### src/rtl/fifo_buffer.sv
// Circular-buffer FIFO between valid/ready producer and consumer; optional FIFO_BUFFER_BYPASS_EN adds empty-path bypass.
// Latency: 1 cycle push->head (0 with bypass when empty). Backpressure: rdy_o drops when full (PASS_READY lets a pop free a slot) or on flush.
module fifo_buffer #(
    parameter type         t            = logic,
    parameter int unsigned DEPTH        = 4,
    parameter bit          PASS_READY   = 1'b1,
    parameter int unsigned AFULL_THRESH = DEPTH - 1
) (
    input  logic                       clk_i,
    input  logic                       rst_i,
    input  logic                       flush_i,
    input  t                           din_i,
    input  logic                       vld_i,
    output logic                       rdy_o,
    output t                           dout_o,
    output logic                       vld_o,
    input  logic                       rdy_i,
    output logic [$clog2(DEPTH+1)-1:0] fill_o,
    output logic                       almost_full_o
);

    localparam int unsigned CW = $clog2(DEPTH + 1);
    localparam int unsigned PW = (DEPTH > 1) ? $clog2(DEPTH) : 1;
    localparam logic [CW-1:0] DEPTH_C = CW'(DEPTH);
    localparam logic [CW-1:0] AFULL_C = CW'(AFULL_THRESH);
    localparam logic [PW-1:0] LAST_C  = PW'(DEPTH - 1);

    t              mem_q [DEPTH];
    t              mem_d [DEPTH];
    logic [PW-1:0] wr_ptr_q, wr_ptr_d;
    logic [PW-1:0] rd_ptr_q, rd_ptr_d;
    logic [CW-1:0] count_q, count_d;

    logic empty, full, push, pop, wr_en, rd_en, bypass;

    function automatic logic [PW-1:0] ptr_inc(input logic [PW-1:0] p);
        return (p == LAST_C) ? '0 : p + 1'b1;
    endfunction

    always_comb begin
        empty = (count_q == '0);
        full  = (count_q == DEPTH_C);
        // When full, a same-cycle pop frees the slot the write will land in.
        rdy_o = ~flush_i & (~full | (PASS_READY & rdy_i));
`ifdef FIFO_BUFFER_BYPASS_EN
        bypass = empty & vld_i & ~flush_i;
`else
        bypass = 1'b0;
`endif
        vld_o  = ~empty | bypass;
        dout_o = bypass ? din_i : mem_q[rd_ptr_q];
        push   = vld_i & rdy_o;
        pop    = vld_o & rdy_i;
        // A bypassed element consumed in the same cycle never touches storage.
        wr_en  = push & ~(bypass & rdy_i);
        rd_en  = pop & ~bypass;
    end

    always_comb begin
        mem_d    = mem_q;
        wr_ptr_d = wr_ptr_q;
        rd_ptr_d = rd_ptr_q;
        count_d  = count_q;
        if (wr_en) begin
            mem_d[wr_ptr_q] = din_i;
            wr_ptr_d        = ptr_inc(wr_ptr_q);
        end
        if (rd_en) begin
            rd_ptr_d = ptr_inc(rd_ptr_q);
        end
        case ({wr_en, rd_en})
            2'b10:   count_d = count_q + 1'b1;
            2'b01:   count_d = count_q - 1'b1;
            default: count_d = count_q;
        endcase
        if (flush_i) begin
            wr_ptr_d = '0;
            rd_ptr_d = '0;
            count_d  = '0;
        end
    end

    always_ff @(posedge clk_i or posedge rst_i) begin
        if (rst_i) begin
            wr_ptr_q <= '0;
            rd_ptr_q <= '0;
            count_q  <= '0;
            for (int i = 0; i < int'(DEPTH); i++) begin
                mem_q[i] <= '0;
            end
        end else begin
            wr_ptr_q <= wr_ptr_d;
            rd_ptr_q <= rd_ptr_d;
            count_q  <= count_d;
            mem_q    <= mem_d;
        end
    end

    assign fill_o        = count_q;
    assign almost_full_o = (count_q >= AFULL_C);

endmodule

### config.mk
export PLATFORM = sky130hd
export DESIGN_NAME = fifo_buffer
export DESIGN_NICKNAME = d
export VERILOG_FILES = /design/src/rtl/fifo_buffer.sv
export SDC_FILE = /design/constraint.sdc
export NUM_CORES = 1
export LEC_CHECK = 0
export BUFFER_PORTS_ARGS = -buffer_cell sky130_fd_sc_hd__buf_2
export CAP_MARGIN = 15
export CORE_MARGIN = 5
export CORE_UTILIZATION = 45
export CTS_BUF_LIST = sky130_fd_sc_hd__clkbuf_8
export DETAILED_ROUTE_END_ITERATION = 8
export GPL_TIMING_DRIVEN = 0
export PLACE_DENSITY = 0.71
export SLEW_MARGIN = 0
export SYNTH_ARGS = -nofsm -noshare
export SYNTH_HDL_FRONTEND = slang
export SYNTH_SLANG_ARGS = --single-unit
### constraint.sdc
create_clock -name clk_i -period 3.8 [get_ports clk_i]
set_input_delay 0.38 -clock clk_i [delete_from_list [all_inputs] [get_ports clk_i]]
set_output_delay 0.38 -clock clk_i [all_outputs]
set_load 0.02 [all_outputs]
=== Word level (Yosys, flattened, before mapping) ===
Index checks and enable logic that the tools add are counted.

* Input port bits: 6
* Output and inout port bits: 7
* Bits in registers: 11
* Logic and storage cells: 48

* Bitwise logic cells: 9
* Muxes and demuxes: 14
* Equal/unequal tests: 5
* Reduce and logical (&&, ||, !) cells: 5
* $lt $le $gt $ge: 4
* Add/sub/neg operators: 4

{| class="wikitable"
|+ Operator list
! cell !! count
|-
| 2-bit two-way mux || 6
|-
| 2-bit equality test (second input constant) || 3
|-
| 3-bit >= comparator (second input constant) || 2
|-
| 2-bit inverter with 3-bit output || 2
|-
| 3-bit one-hot mux with 2 select lines || 1
|-
| 2-bit by 1-bit adder with 2-bit output (second input constant) || 2
|-
| 4-bit bitwise mux || 1
|-
| 2-bit nonzero test || 2
|-
| 3-bit by 1-bit adder with 3-bit output (second input constant) || 1
|-
| 1-bit AND || 3
|-
| 3-bit equality test (second input constant) || 1
|-
| 3-bit by 2-bit >= comparator with 1-bit output (second input constant) || 1
|-
| 3-bit zero test || 1
|-
| 3-bit by 1-bit < comparator with 1-bit output (second input constant) || 1
|-
| 1-bit two-way mux || 3
|-
| 3-bit two-way mux || 1
|-
| 1-bit inverter || 3
|-
| 3-bit nonzero test || 1
|-
| 3-bit by 1-bit subtractor with 3-bit output (second input constant) || 1
|-
| 1-bit binary-select mux with 2-bit select || 1
|-
| 1-bit demux with 2-bit select || 1
|-
| 2-bit by 1-bit equality test with 1-bit output (second input constant) || 1
|-
| 1-bit logical AND || 1
|-
| 1-bit OR || 1
|}

=== Depth between registers and ports, before layout ===
* Depth after elaboration: 8
* Mapped depth: 8
* Mapped depth without buffers: 7

=== Least setup slack after synthesis ===
No wires, ideal clock.

* Path type: reg2reg
* Start point: register count_q[1] (netlist: fill_o[1])
* End point: register count_q[2] (netlist: fill_o[2])
* Data required time: 3.661 ns
* Period minus slack after synthesis: 2.197 ns
* Arrival time: 2.058 ns
* Buffers on the path: 1
* Cell stages (with the launch flop): 8
* Path slack: 1.603 ns
* Setup time: 0.139 ns
* Cell sequence: dfrtp_1 buf_2 o31ai_2 a21oi_1 fa_1 o221a_2 a31oi_1 a21oi_1

* Word-level cells in the longest chain between the ends: 8
* Elaborated cells between the ends (all ways): 15
* Those cells by class: add/sub (2); eq/ne (3); mux (2); bitwise (6); reduce/logical (2)

{| class="wikitable"
|+ Ends and longest elaborated chain
! item !! RTL line !! RTL
|-
| from (decl) || 32 || <nowiki>logic [CW-1:0] count_q, count_d;</nowiki>
|-
| from (signal assigned) || 94 || <nowiki>count_q <= count_d;</nowiki>
|-
| 3-bit equality test || 42 || <nowiki>full = (count_q == DEPTH_C);</nowiki>
|-
| 1-bit inverter || 44 || <nowiki>rdy_o = ~flush_i & (~full | (PASS_READY & rdy_i));</nowiki>
|-
| 1-bit OR || 44 ||
|-
| 1-bit AND || 44 ||
|-
| 1-bit AND || 52 || <nowiki>push = vld_i & rdy_o;</nowiki>
|-
| 2-bit by 1-bit equality test with 1-bit output or 2-bit equality test (tied branches) || 71 || <nowiki>case ({wr_en, rd_en})</nowiki>
|-
| 3-bit one-hot mux with 2 select lines || 71 ||
|-
| 3-bit two-way mux || 76 || <nowiki>if (flush_i) begin</nowiki>
|}

Parallel ways exist; a longest one is shown, timed or not.
A chain may end at the register's enable or synchronous reset.

=== Worst setup path in the final report ===
Same ends and word-level chain as after synthesis.

==> key figures <==
Timing
  • Setup TNS: 0 ns
  • Clock Skews: ~0.0068 ns
  • Worst setup margin: 1.537 ns
  • Worst slew pin tran: 0.4497 ns
  • Unrepaired setup endpoints after global routing: false
  • Fin. Hold Viols: 0
  • Tcrit/Tclk final: 59.55%
  • Count of final setup violators: 0
  • Post-layout minimum cycle time: between 2 and 2.5 ns
  • Final-report max-slew violation count: 0
  • Slew margin rel.: a little over two thirds
  • Achievable Freq: between 0.4 and 0.5 GHz

Placement
  • Final RePlAce weighted congestion: just under 0.7
  • Post-DP HPWL: ~980 µm
  • IO buf count: 10
  • Setup WS pre-CTS: approximately 1.6 ns

Power and ir drop
  • Clock Power Share: between 20 and 30%
  • VDD IR-drop max: about 0.32 mV
  • Power per cell area: about 480 mW/mm²
  • Sw power: around 0.00013 W
  • Switching share of power: about a third
  • Leakage power: about 0.42 nW
  • Comb pwr share: approximately 30%
  • Flop pwr share: between 40% and 50%
  • Internal: ~0.00027 W
  • Total chip power: between 0.0004 and 0.0005 W

Synthesis
  • Post-synthesis cell type count: 29
  • Syn_area_per_cell: around 10 µm²
  • Post-synthesis sequential area ratio: 37.87%
  • Synthesis Warnings: 0
  • Post-synth net total: just over 80
  • Post-synthesis register bit count: 11
  • Syn Std Cell Area: between 700 and 800 µm²
  • Synthesized instance count: around 70

Global routing
  • Total global-route track usage: approximately 13%
  • Grt total ovfl: 0
  • Initial antenna violation count: 0
  • First-pass GRT wire length: roughly 2.5 mm
  • Pin count of the biggest net entering global routing: 12
  • Number of global-route vias before repair: 584

Layout
  • Final core utilization: a little under three fifths
  • Share of cells above drive strength 1: approximately a quarter
  • Antenna Cells: 0
  • Area Growth Syn to Fin: 15.83%
  • Nets: 98
  • Number of fill cells: approximately 130

Floorplan
  • Std-Cell Rows: 14
  • Total I/O pin count: 13
  • Initial Utilization: a little under half
  • Core ar.: 0.001524 mm²
  • Die ar.: 0.002519 mm²
  • Die X: between 50 and 60 µm
  • Die height: 50.19 µm

Critical path
  • Critical Path Source Type: register
  • CP Capture Type: register
  • R2R Path End: fill_o[2]
  • Reg-to-reg critical path startpoint: fill_o[1]
  • Critical path peak fanout: 8
  • Critical path class: reg2reg
  • Reg2Reg Setup Slack: 1.54 ns
  • Critical Path RT: between 3 and 4 ns
  • Arr. time, crit path: about 2.4 ns
  • Worst reg2reg path depth: 7

Detailed routing
  • Drt total wl: 1.348 mm
  • # DRC: 0
  • Initial drt markers: 8
  • Vias per cell: ~5.3
  • ANT nets after route: 0
  • TritonRoute pass-1 iters: 4
  • Routed wire per std cell: 13.35 µm
  • Detailed-route via count: 540

Clock tree
  • Clk root buf: clkbuf_8
  • Worst-skew pair later-pin latency: 0.24 ns
  • CTS tree: done
  • Clock-pin slew on the worst setup and hold paths: approximately 0.050 ns
  • Clk sinks: 11
  • Post-CTS Setup Bufs: 0
  • Clock tree buffer depth: 2
  • Num CTS Buffers: 3
  • H-tree level count: 1
  • Hold_buf cts: 0
  • CTS resizes: 0

Job
  • Maxcap violations: 0

Worst hold path
  • Hold Crit Class: in2async

Status
  • Status: completed
final cells by class:
cell class | instances | area, µm² | share of cell area [%]
repair buffers | 10 | 50.05 | 5.944
clock buffers | 3 | 41.29 | 4.903
plain buffers | 3 | 13.76 | 1.634
clock inverters | 1 | 3.754 | 0.4458
well taps | 16 | 20.02 | 2.377
inverters | 4 | 15.01 | 1.783
flip-flops and latches | 11 | 275.3 | 32.69
multi-input cells | 53 | 422.9 | 50.22
synthesized netlist by cell type:
| master | count | area, µm² |
|---|---|---|
| nor2_1 | 9 | 33.78 |
| clkbuf_1 | 1 | 3.750 |
| fa_1 | 1 | 20.02 |
| a21oi_1 | 5 | 25.02 |
| o21bai_1 | 1 | 7.510 |
| and2_1 | 1 | 6.260 |
| o31ai_2 | 1 | 12.51 |
| buf_2 | 2 | 10.01 |
| nor3_1 | 2 | 10.01 |
| nor3b_4 | 1 | 18.77 |
| nand2_1 | 8 | 30.03 |
| nand2b_1 | 1 | 6.260 |
| a2111o_1 | 1 | 11.26 |
| or3_1 | 1 | 6.260 |
| ha_1 | 5 | 62.56 |
| nor4b_4 | 1 | 23.77 |
| o21ai_0 | 1 | 5.000 |
| xnor2_1 | 1 | 8.760 |
| dfrtp_1 | 11 | 275.3 |
| mux4_2 | 1 | 22.52 |
| o31ai_1 | 1 | 7.510 |
| nor2b_1 | 1 | 6.260 |
| a21o_1 | 1 | 7.510 |
| inv_1 | 4 | 15.01 |
| xor2_1 | 1 | 8.760 |
| mux2_1 | 4 | 45.04 |
| o221a_2 | 1 | 11.26 |
| mux2i_1 | 2 | 20.02 |
| a31oi_1 | 1 | 6.260 |
layout by cell type, fill, tap and decap left out, types with 2 or more instances in the layout:
cell type,count
nand2_1,8
buf_2,12
clkbuf_8,3
inv_1,5
nor2_1,9
mux2i_1,2
mux2_1,4
a21oi_1,5
dfrtp_1,11
ha_1,5
nor3_1,2
metal layers:
metal / up-vias / GRT usage (%) / share of wire, %
li1: 272 / - / -
met4: 0 / 3.930 / 0.89
met3: 2 / 4.438 / 5.3
met2: 13 / 19.87 / 46
met1: 253 / 17.01 / 48
met5: - / 0 / 0
critical path, cell delays in order, from the launching register on:
cell,delay (ns)
dfrtp_1,0.40
buf_2,0.19
o31ai_2,0.44
a21oi_1,0.11
fa_1,0.45
o221a_2,0.31
a31oi_1,0.15
a21oi_1,0.09
kinds of logic after synthesis:
family,share of synthesized area [%]
and+or+nand+nor,19.45
muxes,12.05
AOI/OAI and AO/OA,12.91
buffers and inverters,3.958
DFF,37.87
adders and majority gates,11.36
xor gates and xnor gates,2.410
sequential cells by signal (all words and copies together) (netlist names):
signal    cells
fill_o        3
mem_q         4
rd_ptr_q      2
wr_ptr_q      2
power groups by stage:
stage	combinational (W)	sequential, W	clock, W
floorplan	0.0000883	0.000166	0
global placement	0.000117	0.000165	0
detailed placement	0.000121	0.000168	0
CTS	0.000122	0.000166	0.000120
global route	0.000137	0.000170	0.000125
finish	0.000120	0.000165	0.000117
worst max-delay path by stage:
stage	from	to	cells past startpoint
5_1_grt	fill_o[1]	fill_o[2]	7
2_1_floorplan	fill_o[1]	fill_o[2]	7
3_5_place_dp	fill_o[1]	fill_o[2]	7
3_3_place_gp	fill_o[1]	fill_o[2]	7
6_report	fill_o[1]	fill_o[2]	7
4_1_cts	fill_o[1]	fill_o[2]	7
per-stage QoR:
step / area, µm² / hold WS, ns / cells
floorplan: 726.9 / 0.2324 / 71
global placement: 797.0 / 0.3903 / 97
detailed placement: 797.0 / 0.4009 / 97
CTS: 842.1 / 0.1404 / 101
global route: 842.1 / 0.1750 / 101
finish: 842.1 / 0.1318 / 101
Note: power is estimated with default switching activity, not from simulation.
